`src/rtl/comp_window_ctrl.sv`:
```
// -----------------------------------------------------------------------------
// comp_window_ctrl
//
// Evaluation-window scheduler for the comp_edge_resolve race-logic resolver.
// Each window holds the resolver in reset (CLEAR), opens the x/y edge gates
// (ARM), samples the resolver select (CAPTURE) and then presents the result
// on a valid/ready handshake (HOLD). A new window only starts once the
// previous result has been accepted.
//
// Build option:
//   COMP_WIN_TIMESTAMP_EN  defined   -> first-edge timestamp logic is built
//                          undefined -> first_t is tied to 0
//
// Ports:
//   clk        clock
//   rst_b      synchronous active-low reset
//   en         run windows back-to-back while high
//   x_edge     raw x edge pulse
//   y_edge     raw y edge pulse
//   x_edge_g   x_edge gated by edge_en (combinational, to resolver)
//   y_edge_g   y_edge gated by edge_en (combinational, to resolver)
//   edge_en    high only during ARM
//   res_rst_b  resolver reset, active-low (low in IDLE and CLEAR)
//   res_sel    resolver to_sel_mux
//   sel_out    captured select (0 when no edge was seen)
//   no_edge    no gated edge seen during ARM
//   first_t    ARM cycle index of the first gated edge
//   sel_valid  result valid
//   sel_ready  downstream accept
//   win_cnt    count of handshaken windows (wraps)
//   busy       controller not idle
// -----------------------------------------------------------------------------
module comp_window_ctrl #(
  parameter int unsigned WIN_LEN = 16,
  parameter int unsigned CLR_CYC = 2,
  parameter int unsigned SEL_W   = 3,
  parameter int unsigned T_W     = $clog2(WIN_LEN)
) (
  input  logic             clk,
  input  logic             rst_b,
  input  logic             en,
  input  logic             x_edge,
  input  logic             y_edge,
  output logic             x_edge_g,
  output logic             y_edge_g,
  output logic             edge_en,
  output logic             res_rst_b,
  input  logic [SEL_W-1:0] res_sel,
  output logic [SEL_W-1:0] sel_out,
  output logic             no_edge,
  output logic [T_W-1:0]   first_t,
  output logic             sel_valid,
  input  logic             sel_ready,
  output logic [15:0]      win_cnt,
  output logic             busy
);

  localparam int unsigned ARM_LEN  = WIN_LEN - CLR_CYC;
  localparam logic [T_W-1:0] CLR_LAST = T_W'(CLR_CYC - 1);
  localparam logic [T_W-1:0] ARM_LAST = T_W'(ARM_LEN - 1);

  localparam logic [2:0] S_IDLE    = 3'd0;
  localparam logic [2:0] S_CLEAR   = 3'd1;
  localparam logic [2:0] S_ARM     = 3'd2;
  localparam logic [2:0] S_CAPTURE = 3'd3;
  localparam logic [2:0] S_HOLD    = 3'd4;

  logic [2:0]       state_q,     state_d;
  logic [T_W-1:0]   cnt_q,       cnt_d;
  logic             seen_q,      seen_d;
  logic             edge_en_q,   edge_en_d;
  logic             res_rst_b_q, res_rst_b_d;
  logic             sel_valid_q, sel_valid_d;
  logic [SEL_W-1:0] sel_out_q,   sel_out_d;
  logic             no_edge_q,   no_edge_d;
  logic [15:0]      win_cnt_q,   win_cnt_d;
  logic             busy_q,      busy_d;

  logic             any_edge;

  assign any_edge = x_edge | y_edge;

  // Next-state, phase counter, first-edge flag and result capture
  always_comb begin
    state_d   = state_q;
    cnt_d     = cnt_q;
    seen_d    = seen_q;
    sel_out_d = sel_out_q;
    no_edge_d = no_edge_q;
    win_cnt_d = win_cnt_q;

    case (state_q)
      S_IDLE: begin
        if (en) begin
          state_d = S_CLEAR;
          cnt_d   = '0;
        end
      end

      S_CLEAR: begin
        seen_d = 1'b0;
        if (cnt_q == CLR_LAST) begin
          state_d = S_ARM;
          cnt_d   = '0;
        end else begin
          cnt_d = cnt_q + T_W'(1);
        end
      end

      S_ARM: begin
        // Simultaneous x/y edges collapse into one first edge
        if (!seen_q && any_edge) begin
          seen_d = 1'b1;
        end
        if (cnt_q == ARM_LAST) begin
          state_d = S_CAPTURE;
          cnt_d   = '0;
        end else begin
          cnt_d = cnt_q + T_W'(1);
        end
      end

      S_CAPTURE: begin
        // Without an edge the resolver output is meaningless; report 0
        sel_out_d = seen_q ? res_sel : '0;
        no_edge_d = !seen_q;
        state_d   = S_HOLD;
      end

      S_HOLD: begin
        if (sel_ready) begin
          win_cnt_d = win_cnt_q + 16'd1;
          state_d   = en ? S_CLEAR : S_IDLE;
          cnt_d     = '0;
        end
      end

      default: begin
        state_d = S_IDLE;
        cnt_d   = '0;
      end
    endcase

    // Phase outputs are decoded from the next state so they register in step
    edge_en_d   = (state_d == S_ARM);
    res_rst_b_d = !((state_d == S_IDLE) || (state_d == S_CLEAR));
    sel_valid_d = (state_d == S_HOLD);
    busy_d      = (state_d != S_IDLE);
  end

  // State and output registers
  always_ff @(posedge clk) begin
    if (!rst_b) begin
      state_q     <= S_IDLE;
      cnt_q       <= '0;
      seen_q      <= 1'b0;
      edge_en_q   <= 1'b0;
      res_rst_b_q <= 1'b0;
      sel_valid_q <= 1'b0;
      sel_out_q   <= '0;
      no_edge_q   <= 1'b0;
      win_cnt_q   <= 16'd0;
      busy_q      <= 1'b0;
    end else begin
      state_q     <= state_d;
      cnt_q       <= cnt_d;
      seen_q      <= seen_d;
      edge_en_q   <= edge_en_d;
      res_rst_b_q <= res_rst_b_d;
      sel_valid_q <= sel_valid_d;
      sel_out_q   <= sel_out_d;
      no_edge_q   <= no_edge_d;
      win_cnt_q   <= win_cnt_d;
      busy_q      <= busy_d;
    end
  end

`ifdef COMP_WIN_TIMESTAMP_EN
  logic [T_W-1:0] first_idx_q, first_idx_d;
  logic [T_W-1:0] first_t_q,   first_t_d;

  // Latch ARM index of the first edge; publish it at CAPTURE so it is
  // stable for the whole HOLD phase
  always_comb begin
    first_idx_d = first_idx_q;
    first_t_d   = first_t_q;
    case (state_q)
      S_CLEAR: begin
        first_idx_d = '0;
      end
      S_ARM: begin
        if (!seen_q && any_edge) begin
          first_idx_d = cnt_q;
        end
      end
      S_CAPTURE: begin
        first_t_d = seen_q ? first_idx_q : '0;
      end
      default: begin
      end
    endcase
  end

  always_ff @(posedge clk) begin
    if (!rst_b) begin
      first_idx_q <= '0;
      first_t_q   <= '0;
    end else begin
      first_idx_q <= first_idx_d;
      first_t_q   <= first_t_d;
    end
  end

  assign first_t = first_t_q;
`else
  assign first_t = '0;
`endif

  // Edge gates are combinational so the resolver sees edges in-cycle
  assign x_edge_g  = x_edge & edge_en_q;
  assign y_edge_g  = y_edge & edge_en_q;

  assign edge_en   = edge_en_q;
  assign res_rst_b = res_rst_b_q;
  assign sel_valid = sel_valid_q;
  assign sel_out   = sel_out_q;
  assign no_edge   = no_edge_q;
  assign win_cnt   = win_cnt_q;
  assign busy      = busy_q;

endmodule

```
`config.mk`:
```
export PLATFORM = sky130hd
export DESIGN_NAME = comp_window_ctrl
export DESIGN_NICKNAME = d
export VERILOG_FILES = /design/src/rtl/comp_window_ctrl.sv
export SDC_FILE = /design/constraint.sdc
export NUM_CORES = 1
export LEC_CHECK = 0
export ABC_AREA = 1
export ABC_CLOCK_PERIOD_IN_PS = 1610
export CAP_MARGIN = 15
export CORE_MARGIN = 4
export CORE_UTILIZATION = 48
export DETAILED_ROUTE_END_ITERATION = 10
export PLACE_DENSITY = 0.77
export SLEW_MARGIN = 0
export SYNTH_ARGS = -nofsm -noshare
export SYNTH_HDL_FRONTEND = slang
export SYNTH_SLANG_ARGS = --single-unit
```
`constraint.sdc`:
```
create_clock -name clk -period 1.61 [get_ports clk]
set_input_delay 0.322 -clock clk [delete_from_list [all_inputs] [get_ports clk]]
set_output_delay 0.322 -clock clk [all_outputs]
set_load 0.05 [all_outputs]
```
==> metrics.md <==
| Metric | Value |
|---|---|
| Status | `finished clean` |
| Die Y | `around 64 µm` |
| Post-synthesis sequential area ratio | `around two fifths` |
| Detailed Route WL | `roughly 3.2 mm` |
| Post-synthesis mux area share | `0%` |
| Post-Place Cells | `roughly 300` |
| Crit end category | `flip-flop` |
| DR pass1 iterations | `4` |
| Hold Startpoint | `win_cnt[0]` |
| CTS Hold Bufs | `0` |
| Uppermost layer routed | `met4` |
| Post-CTS Resized | `0` |
| Post-synthesis simple-gate area fraction | `between 30 and 40%` |
| Most frequent cells in the layout | `50 x nand2_1, 31 x dfxtp_1, 28 x inv_1` |
| Largest net degree at the start of global routing | `17` |
| Reg2Reg Setup Slack | `around 0.17 ns` |
| Critical path class | `flip-flop to flip-flop` |
| Worst-path clk slew | `0.10 ns` |
| Drc violations | `0` |
| Post-Route M1 WL | `1.54 mm` |
| Post-Layout Cell Count | `302` |
| Syn Area/Cell | `between 7 and 8 µm²` |
| Die ar. | `4150 µm²` |
| CTS tree | `yes` |
| Final hold viol count | `0` |
| Most common cell after layout, fill and taps aside | `nand2_1` |
| Post-route minimum period | `approximately 1.4 ns` |
| Filler instances | `291` |
| Storage element area | `between 600 and 700 µm²` |
| Area grow syn2layout | `33.9%` |
| Met2 routed WL | `1.40 mm` |
| DR WL met3 | `around 250 µm` |
| N_diodes | `0` |
| Largest family of logic cells by synthesized area | `simple AND/OR/NAND/NOR gates` |
| Clk sinks | `32` |
| Worst hold stages | `1` |
| Worst Reg2Reg Path Length in Cells | `7` |
| Final worst-path cycle share | `roughly nine tenths` |
| Vias in the first global route | `1321` |
| Root Buffer | `clkbuf_4` |
| Compound-Gate Fraction of Synth Area | `between 10% and 20%` |
| Peak supply drop | `between 0.4 and 0.5 mV` |
| Final Max Slew Viols | `0` |
| Synth unique cells | `25` |
| Post-Synth XOR/XNOR Area | `less than 1%` |
| Post-Syn Instances | `roughly 220` |
| Initial core utilization | `about 50%` |
| DP HPWL | `2.50 mm` |
| Max frequency | `between 0.6 and 0.7 GHz` |
| Synth Warn # | `0` |
| Reg-to-Reg Start | `win_cnt[4]` |
| Initial antenna violation count | `0` |
| Worst r2r dst | `win_cnt[12]` |
| Final Util | `66.9%` |
| Hold Path End | `win_cnt[0]` |
| Placer Congestion | `0.880` |
| Initial DRC count | `90` |
| Yosys reg bits | `32` |
| Mean routed wirelength per cell | `10.7 µm` |
| Worst Setup Start Kind | `flip-flop` |
| Vias per inst | `4.91` |
| Synth Area in Adders | `about 2.5%` |
| Hold Slack | `~0.46 ns` |
| Setup violations, final | `0` |
| WP data arrival | `1.67 ns` |
| PortBufs | `34` |
| Maximum clock insertion buffer count | `2` |
| Total Routing Usage GR | `around 17%` |
| Row count | `20` |
| Final net count | `about 270` |
| Layout cell share with drive strength beyond 1 | `18.2%` |
| CP max FO | `7` |
| GRT overflow | `0` |
| First-pass GRT wire length | `5.64 mm` |
| H-tree depth | `2` |
| Post-CTS setup buffer count | `0` |
| Core area | `3050 µm²` |
| RSZ-0062 raised after global routing | `false` |
| Max_cap viols | `0` |
| Hold crit path type | `flip-flop to flip-flop` |
| Leakage | `~0.92 nW` |
| DIE WIDTH | `~64 µm` |
| Worst Path Required | `between 1.5 and 2 ns` |
| Max Clock Skew | `just over 0.008 ns` |
| Area of the mapped netlist | `about 1500 µm²` |
| Io pins | `39` |
| CTS buffer count | `5` |
| Skew-Pair Late Insertion Delay | `0.31 ns` |
| Post-route ant nets | `0` |
| Multi-input logic area | `approximately 740 µm²` |
| Post-layout power | `~1.4 mW` |
| Vias | `between 1000 and 1500` |
| Pwr per Cell Area | `686 nW/µm²` |
[Yosys cell counts]
library cell   n  area [µm²]
a21oi_1       20         100
a22oi_1        1        7.51
a31o_2         1        8.76
buf_4          4        30.0
clkbuf_1       2        7.51
conb_1         1        3.75
dfxtp_1       32         641
ha_1           3        37.5
inv_1         28         105
inv_2          3        11.3
nand2_1       50         188
nand2_2        2        12.5
nand3_1       13        65.1
nand3_4        1        17.5
nand3b_1       1        7.51
nand4_1        7        43.8
nor2_1        25        93.8
nor2_2         3        18.8
nor2_4         1        11.3
nor2_8         1        20.0
nor3_1         6        30.0
nor3b_1        1        7.51
o21ai_0        9        45.0
o21ai_1        1        5.00
xor2_1         1        8.76
[logic make-up (layout without fill, tap and decap cells)]
| family | Yosys count | in the layout |
|---|---|---|
| and+or+nand+nor | 111 | 111 |
| xor gates and xnor gates | 1 | 1 |
| AOI/OAI and AO/OA | 32 | 32 |
| DFF | 32 | 32 |
| buffers and inverters | 37 | 75 |
| adders and majority gates | 3 | 3 |
| other | 1 | 4 |
[power by group]
part | internal [mW] | switching, mW | leakage [nW]
registers | 0.799 | 0.00683 | 0.259
clock network | 0.216 | 0.250 | 0.0326
logic | 0.0427 | 0.0862 | 0.627
[stage by stage]
stage          setup WS, ns  area (µm²)  setup TNS [ns]
6_report              0.167        2040               0
2_1_floorplan       0.00331        1540               0
5_1_grt              0.0285        2040               0
4_1_cts               0.187        2040               0
3_3_place_gp       -0.00380        1980        -0.00520
3_5_place_dp        -0.0759        1980          -0.187
[routing by layer]
layer  vias to the layer above  GRT usage [%]
met5                         -              0
met4                         0           5.80
met3                         4           4.92
met2                        43           27.1
met1                       659           21.9
li1                        776              -
[sequential cells by signal (all words and copies together), names as in the netlist, 3 cells and up]
signal and cells:
sel_out 3, cnt_q 4, win_cnt 16, state_q 3
[how the worst max path moves through the flow]
stage / startpoint / endpoint / slack [ns] / cells past startpoint
floorplan: win_cnt[1] / win_cnt[12] / 0.003 / 9
global placement: sel_ready / win_cnt[12] / -0.004 / 8
detailed placement: sel_ready / win_cnt[12] / -0.08 / 8
CTS: win_cnt[4] / win_cnt[12] / 0.19 / 7
global route: win_cnt[4] / win_cnt[12] / 0.03 / 7
finish: win_cnt[4] / win_cnt[12] / 0.17 / 7
[worst max-delay path, stage by stage, from the launching register on]
cell and delay [ns]:
dfxtp_1 0.47, nand2_1 0.15, nor2_2 0.30, nand2_1 0.14
inv_2 0.11, nand3_1 0.08, nand2_1 0.07, nor2_1 0.03
[area by class of cell]
| class | count | share of cell area (%) |
|---|---|---|
| Multi-Input combinational cell | 151 | 36.4 |
| Tap cell | 44 | 2.69 |
| Sequential cell | 32 | 31.4 |
| Inverter | 31 | 5.70 |
| Clock buffer | 8 | 2.88 |
| Timing Repair Buffer | 36 | 20.9 |
Note: power is estimated with default switching activity, not from simulation.
